**src/rtl/timer_controller_if.sv**
```systemverilog
// User controls, counter-chain drives and status for the countdown sequencer.
interface timer_controller_if;
   logic       load;
   logic       start;
   logic       stop;
   logic       door_closed;
   logic       zero_all;
   logic       cnt_loadn;
   logic       cnt_clearn;
   logic       cnt_enable;
   logic       running;
   logic       done;
   logic [2:0] state;

   modport master (
      input  load, start, stop, door_closed, zero_all,
      output cnt_loadn, cnt_clearn, cnt_enable, running, done, state
   );

   modport slave (
      output load, start, stop, door_closed, zero_all,
      input  cnt_loadn, cnt_clearn, cnt_enable, running, done, state
   );
endinterface

```
**src/rtl/timer_controller.sv**
```systemverilog
// Sequencer for the cascaded digit-counter countdown chain: load/clear/tick pulses and door interlock.
// All outputs registered (one cycle after the deciding input); no backpressure, inputs sampled every cycle.
module timer_controller #(
   parameter int TICK_DIV   = 10,
   parameter int PRESCALE_W = 26
) (
   input  logic                clock,
   input  logic                clearn,
   timer_controller_if.master  bus
);

   typedef enum logic [2:0] {
      S_IDLE  = 3'd0,
      S_RUN   = 3'd1,
      S_PAUSE = 3'd2,
      S_DONE  = 3'd3
   } state_e;

   localparam logic [PRESCALE_W-1:0] PRESC_LAST = PRESCALE_W'(TICK_DIV - 1);

   state_e                state_q, state_d;
   logic [PRESCALE_W-1:0] presc_q, presc_d;
   logic                  cnt_loadn_q, cnt_loadn_d;
   logic                  cnt_clearn_q, cnt_clearn_d;
   logic                  cnt_enable_q, cnt_enable_d;
   logic                  running_q, running_d;
   logic                  done_q, done_d;

   always_comb begin
      state_d      = state_q;
      presc_d      = presc_q;
      cnt_loadn_d  = 1'b1;
      cnt_clearn_d = 1'b1;
      cnt_enable_d = 1'b0;
      case (state_q)
         S_IDLE: begin
            if (bus.stop) begin
               cnt_clearn_d = 1'b0;
            end else if (bus.start && bus.door_closed && !bus.zero_all) begin
               state_d = S_RUN;
               presc_d = '0;
            end else if (bus.load) begin
               cnt_loadn_d = 1'b0;
            end
         end
         S_RUN: begin
            // Leaving RUN freezes the prescaler so a resume finishes the partial second.
            if (bus.stop || !bus.door_closed) begin
               state_d = S_PAUSE;
            end else if (bus.zero_all) begin
               state_d = S_DONE;
            end else if (presc_q == PRESC_LAST) begin
               presc_d      = '0;
               cnt_enable_d = 1'b1;
            end else begin
               presc_d = presc_q + 1'b1;
            end
         end
         S_PAUSE: begin
            if (bus.stop) begin
               state_d      = S_IDLE;
               cnt_clearn_d = 1'b0;
            end else if (bus.start && bus.door_closed) begin
               state_d = bus.zero_all ? S_DONE : S_RUN;
            end
         end
         S_DONE: begin
            if (bus.stop) begin
               state_d = S_IDLE;
            end else if (bus.load) begin
               state_d     = S_IDLE;
               cnt_loadn_d = 1'b0;
            end
         end
         default: begin
            state_d = S_IDLE;
         end
      endcase
      running_d = (state_d == S_RUN);
      done_d    = (state_d == S_DONE);
   end

   always_ff @(posedge clock or negedge clearn) begin
      if (!clearn) begin
         state_q      <= S_IDLE;
         presc_q      <= '0;
         cnt_loadn_q  <= 1'b1;
         cnt_clearn_q <= 1'b1;
         cnt_enable_q <= 1'b0;
         running_q    <= 1'b0;
         done_q       <= 1'b0;
      end else begin
         state_q      <= state_d;
         presc_q      <= presc_d;
         cnt_loadn_q  <= cnt_loadn_d;
         cnt_clearn_q <= cnt_clearn_d;
         cnt_enable_q <= cnt_enable_d;
         running_q    <= running_d;
         done_q       <= done_d;
      end
   end

   assign bus.state      = state_q;
   assign bus.cnt_loadn  = cnt_loadn_q;
   assign bus.cnt_clearn = cnt_clearn_q;
   assign bus.cnt_enable = cnt_enable_q;
   assign bus.running    = running_q;
   assign bus.done       = done_q;

endmodule

```
**src/flat_wrapper.sv**
```systemverilog
// flat-port wrapper written by rule: the top's interface ports become plain ports
module timer_controller_flat 
#(
   parameter int TICK_DIV   = 10,
   parameter int PRESCALE_W = 26
)
  (clock, clearn, bus_load, bus_start, bus_stop, bus_door_closed, bus_zero_all, bus_cnt_loadn, bus_cnt_clearn, bus_cnt_enable, bus_running, bus_done, bus_state);
  timer_controller_if bus_i ();
  input  logic clock;
  input  logic clearn;
  input wire logic [$bits(bus_i.load)-1:0] bus_load;
  input wire logic [$bits(bus_i.start)-1:0] bus_start;
  input wire logic [$bits(bus_i.stop)-1:0] bus_stop;
  input wire logic [$bits(bus_i.door_closed)-1:0] bus_door_closed;
  input wire logic [$bits(bus_i.zero_all)-1:0] bus_zero_all;
  output wire logic [$bits(bus_i.cnt_loadn)-1:0] bus_cnt_loadn;
  output wire logic [$bits(bus_i.cnt_clearn)-1:0] bus_cnt_clearn;
  output wire logic [$bits(bus_i.cnt_enable)-1:0] bus_cnt_enable;
  output wire logic [$bits(bus_i.running)-1:0] bus_running;
  output wire logic [$bits(bus_i.done)-1:0] bus_done;
  output wire logic [$bits(bus_i.state)-1:0] bus_state;
  assign bus_i.load = bus_load;
  assign bus_i.start = bus_start;
  assign bus_i.stop = bus_stop;
  assign bus_i.door_closed = bus_door_closed;
  assign bus_i.zero_all = bus_zero_all;
  assign bus_cnt_loadn = bus_i.cnt_loadn;
  assign bus_cnt_clearn = bus_i.cnt_clearn;
  assign bus_cnt_enable = bus_i.cnt_enable;
  assign bus_running = bus_i.running;
  assign bus_done = bus_i.done;
  assign bus_state = bus_i.state;
  timer_controller #(.TICK_DIV(TICK_DIV), .PRESCALE_W(PRESCALE_W)) u_core (.clock(clock), .clearn(clearn), .bus(bus_i));
endmodule
```
**config.mk**
```make
export PLATFORM = sky130hd
export DESIGN_NAME = timer_controller_flat
export DESIGN_NICKNAME = d
export VERILOG_FILES = /design/src/rtl/timer_controller_if.sv /design/src/rtl/timer_controller.sv /design/src/flat_wrapper.sv
export SDC_FILE = /design/constraint.sdc
export NUM_CORES = 1
export LEC_CHECK = 0
export BUFFER_PORTS_ARGS = -buffer_cell sky130_fd_sc_hd__buf_2
export CORE_MARGIN = 4
export CORE_UTILIZATION = 50
export DETAILED_ROUTE_END_ITERATION = 12
export PLACE_DENSITY = 0.79
export SYNTH_ARGS = -nofsm -noshare
export SYNTH_HDL_FRONTEND = slang
export SYNTH_SLANG_ARGS = --single-unit
```
**constraint.sdc**
```tcl
create_clock -name clock -period 2.2 [get_ports clock]
set_clock_uncertainty 0.05 [all_clocks]
set_input_delay 0.11 -clock clock [delete_from_list [all_inputs] [get_ports clock]]
set_output_delay 0.11 -clock clock [all_outputs]
set_load 0.02 [all_outputs]
```
# ---- Word-level counts from Yosys, hierarchy flattened
# Index checks and enable logic that the tools add are counted.
dict set report totals {
  inputBits 7
  wordCells 54
  regBits 34
  output_inout_bits 8
}
dict set report op_classes {
  n_reduce_logical 9
  addsub 1
  eq_ne 10
  muxes 27
}
# op n
set op_table {}
lappend op_table {{$mux 26} 5}
lappend op_table {{$pmux 26 s2} 1}
lappend op_table {{$add 26x1->26 const B} 1}
lappend op_table {{$eq 26x4->1 const B} 1}
lappend op_table {{$mux 3} 8}
lappend op_table {{$pmux 3 s4} 1}
lappend op_table {{$mux 1} 10}
lappend op_table {{$eq 3x2->1 const B} 3}
lappend op_table {{$eq 3x1->1 const B} 2}
lappend op_table {{$ne 2x2->1 const B} 3}
lappend op_table {{$reduce_and 5->1} 1}
lappend op_table {{$logic_not 3->1} 1}
lappend op_table {{$logic_and 1x1->1} 2}
lappend op_table {{$logic_not 1->1} 2}
lappend op_table {{$mux 2} 1}
lappend op_table {{$ne 2x1->1 const B} 1}
lappend op_table {{$pmux 1 s2} 1}
lappend op_table {{$reduce_bool 2->1} 1}
lappend op_table {{$reduce_or 2->1} 1}
lappend op_table {{$logic_or 1x1->1} 1}

# ---- Depth between registers and ports, before layout
# Gate-level depths: netlist of run 1.
dict set report depth {
  ltp_word 6
  mapped_depth 8
  depth_no_buf 7
}

# ---- Worst setup path after synthesis of run 1
# No wires, ideal clock.
dict set report synth_path {
  path_kind {flip-flop to flip-flop}
  start {register u_core.state_q[1], in the netlist u_core.bus.state[1]}
  end {register u_core.presc_q[25]}
  path_buffers 0
  slack_ns 0.408
  period_less_slack_ns 1.792
  t_arrival_ns 1.639
  path_stages_with_launch 6
  cell_sequence {dfrtp_1 > nor2_1 > o211ai_4 > nor3_1 > mux2_2 > a221oi_1}
}
dict set report synth_between {
  elab_chain_len 3
  elab_cells_between_ends 9
  cone_classes {eq/ne (5); mux (1); reduce/logical (3)}
}
# element line
set synth_lines {}
lappend synth_lines {{start: declaration} timer_controller.sv:21} ;# state_e state_q, state_d;
lappend synth_lines {{start signal: assignment} timer_controller.sv:93} ;# state_q <= state_d;
lappend synth_lines {{$eq 3x1->1 or $logic_not 3->1 (tied branches)} timer_controller.sv:35} ;# case (state_q)
lappend synth_lines {{$ne 2x2->1 (no line), or another cell as far along} n/a}
lappend synth_lines {{$reduce_and 5->1 (no line)} n/a}
lappend synth_lines {{end signal: assignment} timer_controller.sv:94} ;# presc_q <= presc_d;
lappend synth_lines {{end: declaration} timer_controller.sv:22} ;# logic [PRESCALE_W-1:0] presc_q, presc_d;
# Parallel ways exist; a longest one is shown, timed or not.
# A chain may end at the register's enable or synchronous reset.

# ---- Worst setup path in the final report of run 1
dict set report layout_path {
  start {input port bus_stop}
  end {register u_core.presc_q[21]}
}
dict set report layout_between {
  elab_chain_len 3
  elab_cells_between_ends 4
  cone_classes {eq/ne (2); reduce/logical (2)}
}
# element line
set layout_lines {}
lappend layout_lines {{start: declaration} flat_wrapper.sv:13} ;# input wire logic [$bits(bus_i.stop)-1:0] bus_stop;
lappend layout_lines {{$logic_or 1x1->1} timer_controller.sv:48} ;# if (bus.stop || !bus.door_closed) begin
lappend layout_lines {{$ne 2x2->1 (no line)} n/a}
lappend layout_lines {{$reduce_and 5->1 (no line) (*)} n/a}
# Every way passes the cells marked *; elsewhere a longest branch is shown, timed or not.

==> results_dict.tcl, run 1 <==
set metrics [dict create \
    numCtsBuffers 5 \
    via_per_inst 5.756 \
    hp-class "input port to flip-flop" \
    core_area_sq_um 3661 \
    synth_area_per_cell_sq_um 9.384 \
    cp.arrival_ps 2160 \
    status "completed" \
    insertion_delay_ps 290 \
    report.final.slew_viol_count 0 \
    grt_max_degree 35 \
    p_leak_nw 0.8857 \
    h-tree-depth 2 \
    gp_congestion 0.8842 \
    timing.fmax_mhz 492.4 \
    worstPathRequired_ps 2330 \
    yosysMostFrequentCell "dfrtp_1" \
    slew_headroom_pct 51.71 \
    crit_path_end_kind "flip-flop" \
    synthesis.nets 211 \
    rsz0062_at_grt "false" \
    synth_common_cells "32 x dfrtp_1, 23 x nor2_1, 19 x nand2_1" \
    fin_util_pct 58.20 \
    drt_iter0_drc 225 \
    drive_gt1_share_pct 16.14 \
    tightest_slew_ps 724.4 \
    antenna_found_initial 0 \
    postPlaceCellArea_sq_um 2009 \
    finalPower_mw 1.272 \
    powerDensity_nw_per_um2 597.1 \
    start_kind "input port" \
    rows 22 \
    cts_tree "yes" \
    slowest_delay_ps 550 \
    clk_pin_slew_worst_paths_ps 70 \
    fin_area_sq_um 2131 \
    dr.pass1.iters 5 \
    multi_input_area_sq_um 980.9 \
    cts_buffer_depth 2 \
    setup_violations 0 \
    globalRouteOverflowTotal 0 \
    synth_area_leaders "dfrtp_1 42%, xnor2_1 4.6%, nor2_1 4.6%" \
    cp-endpoint "u_core.presc_q[21]$_DFFE_PN0P_" \
    nets 231 \
    wl_per_cell_microns 14.21 \
    placedCellCount 260 \
    antennaDiodeCount 0 \
    die-area_sq_um 4840 \
    holdWs_ps 130.6 \
    seq_area_frac_synth_pct 45.02 \
    drt_wl_total_mm 3.850 \
    finalSetupTns_ps 0 \
    grt_pass1_vias 1474 \
    r2r_start "u_core.presc_q[1]$_DFFE_PN0P_" \
    yosys_warnings 0 \
    synth_edf_count 0 \
    drc 0 \
    nFillCells 311 \
    synth_top_area_share_pct 42.24 \
    yosysUniqueCellTypes 44 \
    cts_resized 0 \
    critPathKind "input port to flip-flop" \
    syn_to_final_growth_pct 12.41 \
    drv_cap 0 \
    synth-main-ff-cell "dfrtp_1" \
    synth_top_area_cell "dfrtp_1" \
    stdcell_count 271 \
    reg2regPathDepth 8 \
    syn_inst 202 \
    cts_root_buf "clkbuf_8" \
    die_x_microns 69.57 \
    rr_endpoint "u_core.presc_q[13]$_DFFE_PN0P_" \
    ys_ff_latch 34 \
    vdd.ir_drop.worst_mv 0.3587 \
    fin_crit_ps 2031 \
    post_cts_buffers 0 \
    clock-sinks 34 \
    grt_usage_pct 17.26 \
    dp_hpwl_mm 2.748 \
    postRouteAntennaNets 0 \
    start_util_pct 51.78 \
    pre_cts_ws_ps 291.5 \
    fin_crit_sh_pct 92.31 \
    fin_ws_ps 169.2 \
    pin_count 15 \
    crit_slowest_cell "dlygate4sd3_1" \
    reg2reg_setup_slack_ps 250 \
    io_buffers 14 \
    grt_pass1_wl_mm 6.837 \
    synthArstFlopShare_pct 100.0 \
    num_vias 1560 \
    finalHoldViolations 0 \
    path_cells "dlygate4sd3_1 -> buf_2 -> nor3b_4 -> o211ai_4 -> buf_4 -> nor4_1 -> xnor2_1 -> nor2_1" \
    syn_area_sq_um 1896 \
    cp-startpoint "bus_stop" \
    seqCellArea_sq_um 853.3 \
    crit_fanout 16 \
    fp.dieH_microns 69.57 \
]
==> report_power, final <==
group | switching (mW) | total, mW | leakage [nW] | internal (mW)
registers | 0.0455 | 0.696 | 0.458 | 0.651
clock network | 0.224 | 0.476 | 0.0482 | 0.252
logic | 0.0621 | 0.0997 | 0.380 | 0.0376
total | 0.331 | 1.27 | 0.886 | 0.941
==> registers in the layout, indices dropped and copies added (netlist names) <==
register and cells:
u_core.presc_q 26, u_core.bus.state 3, u_core.bus.cnt_clearn 1, u_core.bus.cnt_enable 1, u_core.bus.cnt_loadn 1, u_core.bus.done 1, u_core.bus.running 1
==> layout by cell type (no fill, tap or decap), drive strengths merged, types with 4 or more instances in the layout <==
cell / netlist / layout
o21ai: 10 / 10
buf: 6 / 18
nand2: 19 / 19
a21oi: 4 / 4
nand4: 6 / 6
dfrtp: 32 / 32
and4: 5 / 5
xnor2: 10 / 10
nand3: 15 / 15
inv: 4 / 4
and2: 4 / 4
nor4: 14 / 14
a22o: 5 / 5
clkbuf: 2 / 7
nor3: 8 / 8
nor2: 23 / 23
==> worst min-delay path by stage <==
stage,startpoint,endpoint,slack [ps],cells past startpoint
global placement,clearn,u_core.presc_q[10]$_DFFE_PN0P_,170,1
finish,bus_zero_all,u_core.bus.cnt_enable$_DFF_PN0_,130,4
CTS,bus_zero_all,u_core.bus.cnt_enable$_DFF_PN0_,120,4
detailed placement,clearn,u_core.presc_q[10]$_DFFE_PN0P_,170,1
global route,bus_zero_all,u_core.bus.cnt_loadn$_DFF_PN1_,140,4
floorplan,clearn,u_core.bus.cnt_enable$_DFF_PN0_,-240,0
==> routing by layer <==
layer / track usage, % / wire [microns]
met1: 24.26 / 1892
met2: 26.48 / 1720
met3: 4.638 / 183
met4: 4.121 / 54
met5: 0 / 0
==> worst max-delay path, delay by kind of cell <==
kind                      cells  cell delay [ps]
xor gates and xnor gates      1              160
and+or+nand+nor               3              720
buffers and inverters         3              930
AOI/OAI and AO/OA             1              230
==> area by class of cell <==
type / count / area share, %
multi-input combinational: 156 / 46.04
inverter: 4 / 0.7046
sequential: 34 / 40.05
clock inverter: 1 / 0.2349
tap: 48 / 2.819
clock buffer: 7 / 4.052
timing repair buffer: 21 / 6.107
==> cell families after synthesis <==
kind of cell | share of synthesized area [%]
mux | 2.244
xor+xnor | 5.545
buf+inv | 3.234
fa+ha+maj | 1.320
flops | 45.02
compound gates | 10.96
simple gates | 31.49
other cells | 0.1978
==> timing repair <==
action                                  CTS  global route
endpoints found under the hold margin    34             0
endpoints found under the setup margin    0             0
hold buffers                              3             0
Note: power is estimated with default switching activity, not from simulation.
==> inputs of run 2 (changes only) <==
--- a/config.mk
+++ b/config.mk
@@ -5,10 +5,11 @@
 export SDC_FILE = /design/constraint.sdc
 export NUM_CORES = 1
 export LEC_CHECK = 0
-export BUFFER_PORTS_ARGS = -buffer_cell sky130_fd_sc_hd__buf_2
+export BUFFER_PORTS_ARGS = -buffer_cell sky130_fd_sc_hd__buf_4
 export CORE_MARGIN = 4
 export CORE_UTILIZATION = 50
 export DETAILED_ROUTE_END_ITERATION = 12
+export GPL_TIMING_DRIVEN = 1
 export PLACE_DENSITY = 0.79
 export SYNTH_ARGS = -nofsm -noshare
 export SYNTH_HDL_FRONTEND = slang
==> run 2 against run 1 <==
Net effect: routed wire length increased by 9.0%; sequential share of layout area fell by 1.1 points; cell area is 2.9% higher; power grew 6.8%; via count rose by 3.6%; worst setup slack better by 32 ps; non-clock buffer count grew 1; sequential cell count unchanged; clock power increased by 16%; die area did not move; combinational power increased by 7%; first-iteration DRC count is 44% lower.
==> results_dict.tcl, run 2 (synthesis results as in run 1) <==
set metrics [dict create \
    powerDensity_nw_per_um2 619.9 \
    core_area_sq_um 3661 \
    globalRouteOverflowTotal 0 \
    hp-class "input port to flip-flop" \
    antenna_found_initial 0 \
    stdcell_count 272 \
    rows 22 \
    start_kind "input port" \
    drc 0 \
    postRouteAntennaNets 0 \
    die_x_microns 69.57 \
    status "completed" \
    fin_area_sq_um 2192 \
    num_vias 1616 \
    cts_root_buf "clkbuf_8" \
    io_buffers 14 \
    timing.fmax_mhz 500.2 \
    post_cts_buffers 0 \
    pin_count 15 \
    grt_usage_pct 18.28 \
    drt_wl_total_mm 4.198 \
    antennaDiodeCount 0 \
    dp_hpwl_mm 2.888 \
    h-tree-depth 2 \
    grt_pass1_vias 1553 \
    largest_reg_flops 26 \
    fin_crit_ps 1999 \
    nFillCells 320 \
    fin_crit_sh_pct 90.87 \
    finalHoldViolations 0 \
    crit_path_end_kind "flip-flop" \
    clock-sinks 34 \
    report.final.slew_viol_count 0 \
    holdWs_ps 73.68 \
    cts_buffer_depth 2 \
    drv_cap 0 \
    critPathKind "input port to flip-flop" \
    largest_register "u_core.presc_q" \
    finalPower_mw 1.359 \
    drt_iter0_drc 125 \
    gp_congestion 0.8531 \
    crit_fanout 14 \
    die-area_sq_um 4840 \
    postPlaceCellArea_sq_um 2052 \
    numCtsBuffers 5 \
    fin_ws_ps 200.9 \
    grt_max_degree 35 \
    via_per_inst 5.941 \
    fp.dieH_microns 69.57 \
    drive_gt1_share_pct 16.96 \
    worstPathRequired_ps 2340 \
    insertion_delay_ps 290 \
    finalSetupTns_ps 0 \
    pre_cts_ws_ps 237.9 \
    placedCellCount 261 \
    cts_tree "yes" \
    rsz0062_at_grt "false" \
    wl_per_cell_microns 15.43 \
    dr.pass1.iters 4 \
    vdd.ir_drop.worst_mv 0.4688 \
    cp.arrival_ps 2130 \
    final_cell_mix "32 x dfrtp_1, 23 x nor2_1, 19 x nand2_1, 19 x buf_4, 14 x nand3_1" \
    setup_violations 0 \
    layout_commonest_cell "dfrtp_1" \
    p_leak_nw 0.9091 \
    start_util_pct 51.78 \
    clk_pin_slew_worst_paths_ps 70 \
    grt_pass1_wl_mm 7.272 \
    nets 232 \
    fin_util_pct 59.88 \
    syn_to_final_growth_pct 15.64 \
]
-- run 2: cell types whose count changed in the layout (fill, tap and decap cells not counted), sizes merged --
cell,delta
buf,+1
clkinv,-1
clkbuf,+1
-- run 2: area by class of cell --
cell class / instances / area (sq um) / area share, %
multi-input combinational: 156 / 980.9 / 44.75
sequential: 34 / 853.3 / 38.93
timing repair buffer: 22 / 172.7 / 7.877
clock buffer: 8 / 110.1 / 5.023
tap: 48 / 60.06 / 2.740
inverter: 4 / 15.01 / 0.6849
-- run 2: repair_timing --
action | CTS | global route
hold endpoints to repair | 34 | 0
hold buffers | 3 | 0
resized for setup | 0 | 0
-- run 2: layer usage --
metal  routed length (microns)  global-route usage, %  vias up
met3                       164                  4.783        6
met4                        28                  3.688        0
met2                      2025                  29.45       31
met5                         0                      0        -
li1                          -                      -      784
met1                      1978                  24.88      795
-- run 2: final timing paths --
kind                                                     from                         endpoint  slack (ps)  cells after the start
worst max register to register  u_core.bus.state[1]$_DFF_PN0_   u_core.presc_q[25]$_DFFE_PN0P_         230                      5
worst min-delay path                             bus_zero_all  u_core.bus.cnt_enable$_DFF_PN0_          70                      4
worst max-delay path                                 bus_stop   u_core.presc_q[25]$_DFFE_PN0P_         200                      7
max in group asynchronous                              clearn   u_core.bus.cnt_loadn$_DFF_PN1_        1510                      2
worst min register to register  u_core.bus.state[2]$_DFF_PN0_  u_core.bus.cnt_clearn$_DFF_PN1_         500                      2
min in group asynchronous                              clearn   u_core.presc_q[22]$_DFFE_PN0P_         250                      2
-- run 2: report_power, final --
part	switching [mW]	internal [mW]	leakage, nW
clock	0.234	0.316	0.0575
sequential	0.0501	0.651	0.458
combinational	0.0642	0.0432	0.394
-- run 2: critical path, cell delays in order --
cell,delay [ps]
dlygate4sd3_1,540
buf_4,150
nor3b_4,280
o211ai_4,210
nor3_1,280
mux2_2,360
a221oi_1,200
